**src/rtl/mult_8x8_seq_ctrl.sv**
```systemverilog
// Purpose: 8x8 multiply built from four passes through one external 4x4 sub-multiplier.
// Latency: 5 cycles from accept to out_valid, or 1 cycle when an operand is zero and bypass is on.
// Backpressure: one job at a time; in_ready only in IDLE; R/out_valid hold in DONE until out_ready.
//
// Ports:
//   clk, rst_n            clock, asynchronous active-low reset
//   in_valid/in_ready     operand handshake; A, B sampled on accept
//   out_valid/out_ready   result handshake; R is the 16-bit product (mod 2^16)
//   sub_A/sub_B/sub_sel   nibble operands and variant select to the sub-multiplier
//   sub_R                 combinational 8-bit product from the sub-multiplier
//   busy                  high whenever a job is in flight or waiting to be taken
module mult_8x8_seq_ctrl #(
    parameter bit HH_SEL      = 1'b1,
    parameter bit ZERO_BYPASS = 1'b1
) (
    input  logic        clk,
    input  logic        rst_n,
    input  logic        in_valid,
    output logic        in_ready,
    input  logic [7:0]  A,
    input  logic [7:0]  B,
    output logic        out_valid,
    input  logic        out_ready,
    output logic [15:0] R,
    output logic [3:0]  sub_A,
    output logic [3:0]  sub_B,
    output logic        sub_sel,
    input  logic [7:0]  sub_R,
    output logic        busy
);

    typedef enum logic [2:0] {
        IDLE = 3'd0,
        P0   = 3'd1,
        P1   = 3'd2,
        P2   = 3'd3,
        P3   = 3'd4,
        DONE = 3'd5
    } state_t;

    state_t      state_q, state_d;
    logic [7:0]  a_q, a_d;
    logic [7:0]  b_q, b_d;
    logic [15:0] acc_q, acc_d;
    logic [15:0] r_q, r_d;

    always_ff @(posedge clk or negedge rst_n) begin
        if (!rst_n) begin
            state_q <= IDLE;
            a_q     <= 8'h00;
            b_q     <= 8'h00;
            acc_q   <= 16'h0000;
            r_q     <= 16'h0000;
        end else begin
            state_q <= state_d;
            a_q     <= a_d;
            b_q     <= b_d;
            acc_q   <= acc_d;
            r_q     <= r_d;
        end
    end

    always_comb begin
        state_d = state_q;
        a_d     = a_q;
        b_d     = b_q;
        acc_d   = acc_q;
        r_d     = r_q;
        sub_A   = 4'h0;
        sub_B   = 4'h0;
        sub_sel = 1'b0;

        case (state_q)
            IDLE: begin
                if (in_valid) begin
                    a_d   = A;
                    b_d   = B;
                    acc_d = 16'h0000;
                    // A zero operand makes the product zero regardless of
                    // the sub-multiplier variant, so skip the four passes.
                    if (ZERO_BYPASS && ((A == 8'h00) || (B == 8'h00))) begin
                        r_d     = 16'h0000;
                        state_d = DONE;
                    end else begin
                        state_d = P0;
                    end
                end
            end
            P0: begin
                sub_A   = a_q[3:0];
                sub_B   = b_q[3:0];
                acc_d   = acc_q + {8'h00, sub_R};
                state_d = P1;
            end
            P1: begin
                sub_A   = a_q[3:0];
                sub_B   = b_q[7:4];
                acc_d   = acc_q + {4'h0, sub_R, 4'h0};
                state_d = P2;
            end
            P2: begin
                sub_A   = a_q[7:4];
                sub_B   = b_q[3:0];
                acc_d   = acc_q + {4'h0, sub_R, 4'h0};
                state_d = P3;
            end
            P3: begin
                sub_A   = a_q[7:4];
                sub_B   = b_q[7:4];
                sub_sel = HH_SEL;
                // Top partial: bits shifted past bit 15 are dropped, giving
                // the mod 2^16 wrap for approximate sub-products.
                acc_d   = acc_q + {sub_R, 8'h00};
                r_d     = acc_d;
                state_d = DONE;
            end
            DONE: begin
                if (out_ready) begin
                    state_d = IDLE;
                end
            end
            default: begin
                state_d = IDLE;
            end
        endcase
    end

    // Handshake outputs decode straight from the state register so that an
    // asynchronous reset forces them to their idle values immediately.
    assign in_ready  = (state_q == IDLE);
    assign out_valid = (state_q == DONE);
    assign busy      = (state_q != IDLE);
    assign R         = r_q;

endmodule

```
**config.mk**
```make
export PLATFORM = sky130hd
export DESIGN_NAME = mult_8x8_seq_ctrl
export DESIGN_NICKNAME = d
export VERILOG_FILES = /design/src/rtl/mult_8x8_seq_ctrl.sv
export SDC_FILE = /design/constraint.sdc
export NUM_CORES = 1
export LEC_CHECK = 0
export ABC_AREA = 1
export CORE_MARGIN = 4
export CORE_UTILIZATION = 43
export CTS_BUF_LIST = sky130_fd_sc_hd__clkbuf_2
export DETAILED_ROUTE_END_ITERATION = 12
export GPL_TIMING_DRIVEN = 0
export PLACE_DENSITY_LB_ADDON = 0.1
export REMOVE_ABC_BUFFERS = 1
export SLEW_MARGIN = 20
export SYNTH_ARGS = -nofsm -noshare
export SYNTH_HDL_FRONTEND = slang
export SYNTH_SLANG_ARGS = --single-unit
```
**constraint.sdc**
```tcl
create_clock -name clk -period 4.86 [get_ports clk]
set_clock_uncertainty 0.1 [all_clocks]
set_input_delay 0.486 -clock clk [delete_from_list [all_inputs] [get_ports clk]]
set_output_delay 0.486 -clock clk [all_outputs]
set_load 0.05 [all_outputs]
```
==> metrics.md, run 1 <==
| Metric | Value |
|---|---|
| Post-Syn Instances | `526` |
| Total CTS buffers | `5` |
| Cell area after synthesis | `3730 µm²` |
| Post CTS Setup Buffer Count | `0` |
| Slew Limit Fails | `0` |
| Clock root buffer | `clkbuf_2` |
| Total power per unit cell area | `670 nW/µm²` |
| Cell variety after synth | `36` |
| Crit Path Category | `reg2out` |
| Sequential cell area fraction in the yosys report | `about a third` |
| # hold bufs at CTS | `1` |
| Cell taking the most area after synthesis | `dfrtp_1` |
| Hold Fails Final Rpt | `0` |
| Cts repair resizes | `0` |
| Power, Total | `2.97 mW` |
| GPL Wtd Cong | `0.917` |
| Crit path time final | `4.37 ns` |
| Die span in x | `around 100 µm` |
| Worst slew pin tran | `approximately 1.1 ns` |
| FFs w/ async S/R, synth | `100%` |
| Vias | `around 3600` |
| Die Height | `slightly above 100 µm` |
| Required time of the critical path | `~4.3 ns` |
| DP Wirelength | `about 8000 µm` |
| IO Port Bufs | `55` |
| Worst Hold Class | `reg2reg` |
| Vias in the first global route | `about 3400` |
| FF+latch count, synth | `51` |
| Post-synth EDFFs | `0` |
| Most frequently used flop master after synthesis | `dfrtp_1` |
| Final TNS setup | `0 ns` |
| Final Cycle Share | `around 90%` |
| Layout cells sized above 1 | `6.17%` |
| Largest net degree at the start of global routing | `52` |
| Status | `finished clean` |
| H-tree levels | `2` |
| RSZ-0062 raised after global routing | `no` |
| Synth-to-Final Area Change | `18.7%` |
| I/O pins | `between 50 and 60` |
| Finish-stage setup viols | `0` |
| Crit-path max FO | `13` |
| TritonRoute pass-1 iters | `5` |
| LEAKAGE | `between 2 and 2.5 nW` |
| Starting Density | `44.8%` |
| Core footprint | `between 8000 and 9000 µm²` |
| Slew margin rel. | `24.8%` |
| Via density | `5.20` |
| Die area | `slightly above 10000 µm²` |
| Post-synth top area share | `34.2%` |
| Drt initial violations | `approximately 150` |
| GRT Residual Overflow | `0` |
| Area contributors post-synth | `dfrtp_1 34%, nand2_1 17%, ha_1 7.7%, nand3_1 7.4%, inv_1 6.6%` |
| Clk_lat worst skew | `about 0.45 ns` |
| Routed WL | `approximately 10000 µm` |
| GRT Total Usage | `20.8%` |
| Cell row count | `33` |
| Worst Setup End Kind | `output pin` |
| CP Launch Type | `flip-flop` |
| CTS clock-pin slew for the worst setup and hold paths | `between 0.2 and 0.3 ns` |
| Antenna-violating nets left | `0` |
| TritonCTS clock tree | `done` |
| CTS sink cnt | `51` |
| Wirelength per Cell | `between 10 and 15 µm` |
| Drt drc | `0` |
| ANT cells | `0` |
| Worst EP arrival | `roughly 3.8 ns` |
| Max IR drop VDD | `between 0.3 and 0.4 mV` |
| First-pass GRT wire length | `roughly 17000 µm` |
| Worst hold slack | `0.410 ns` |
| Worst reg-to-reg setup slack | `around 2.3 ns` |
| Average cell area after synthesis | `roughly 7.1 µm²` |
| FMAX | `~0.23 GHz` |
| Nets | `~640` |
| Cell with the most instances after synthesis | `nand2_1` |
| Synth Warn # | `0` |
| Initial antenna violation count | `0` |
| Commonest cells in the netlist | `172 x nand2_1, 66 x inv_1, 55 x nand3_1, 51 x dfrtp_1, 29 x nor2_1` |
| CTS Buffer Depth | `2` |
| Max_cap viols | `0` |
## area by class of cell
class | count | area [µm²]
inverter | 70 | 265
tap | 105 | 131
clock buffer | 5 | 25.0
multi-input combinational | 397 | 2140
sequential | 51 | 1280
fill | 840 | 3910
timing repair buffer | 57 | 566
clock inverter | 3 | 25.0
## report_power, final
group,internal [mW],switching [mW]
Combinational,0.670,1.34
Clock,0.0374,0.150
Sequential,0.613,0.162
## registers in the layout, indices dropped and copies added, names as in the netlist
register / count
R: 16
acc_q: 16
a_q: 8
b_q: 8
state_q: 3
## critical path: stages, from the launching register on
cell	delay, ns
dfrtp_1	0.60
nor2_1	0.93
inv_1	0.42
o21ai_2	0.37
nand2_1	0.08
o21ai_0	0.11
clkdlybuf4s50_1	0.85
## per-layer routing
layer	global-route usage [%]	wire, µm	vias up
met1	29.2	4760	1654
met3	2.69	499	10
met5	0	0	-
met2	34.4	4760	83
li1	-	-	1830
met4	4.70	134	0
## metrics by stage
step           util (%)  instances  instance area, µm²  worst slack [ns]
6_report           53.1        688                4430             0.490
5_1_grt            53.1        688                4430             0.272
4_1_cts            53.1        688                4430             0.454
3_5_place_dp       52.4        679                4370             0.995
3_3_place_gp       52.3        678                4360             0.606
2_1_floorplan         -        518                3680              1.87
## cells in the final DEF, fill, tap and decap left out, types with 5 or more instances in the layout
master and count:
nand3_1 55, clkdlybuf4s50_1 54, o21ai_0 25, dfrtp_1 51, mux2_2 8, clkbuf_2 5
nand4_1 15, inv_1 66, ha_1 23, a21oi_1 25, nor3_1 7, nand2_1 172
nor2_1 29
## path summary, 6_finish.rpt
path / startpoint / endpoint / cells after the start
max: state_q[2]$_DFFE_PN0P_ / sub_A[1] / 6
min: R[12]$_DFFE_PN0P_ / R[12]$_DFFE_PN0P_ / 2
max reg2reg: state_q[2]$_DFFE_PN0P_ / acc_q[8]$_DFFE_PN0P_ / 5
min reg2reg: R[12]$_DFFE_PN0P_ / R[12]$_DFFE_PN0P_ / 2
max in group asynchronous: rst_n / state_q[2]$_DFFE_PN0P_ / 2
min in group asynchronous: rst_n / acc_q[15]$_DFFE_PN0P_ / 2
## cells by family after synthesis
logic type / share of synthesized area, %
buffers and inverters: 8.58
multiplexers: 2.41
flip-flops: 34.2
XOR/XNOR: 0.469
AND/OR/NAND/NOR: 36.8
AO/OA/AOI/OAI: 8.24
adder cells (fa/ha/maj): 9.31
Power figures use the tool's default switching activity.
==> run 2: changes to the inputs <==
--- a/config.mk
+++ b/config.mk
@@ -6,6 +6,7 @@
 export NUM_CORES = 1
 export LEC_CHECK = 0
 export ABC_AREA = 1
+export ABC_CLOCK_PERIOD_IN_PS = 4860
 export CORE_MARGIN = 4
 export CORE_UTILIZATION = 43
 export CTS_BUF_LIST = sky130_fd_sc_hd__clkbuf_2
==> results of run 2 <==
No change in the layout: final DEF, timing and power equal those of run 1.
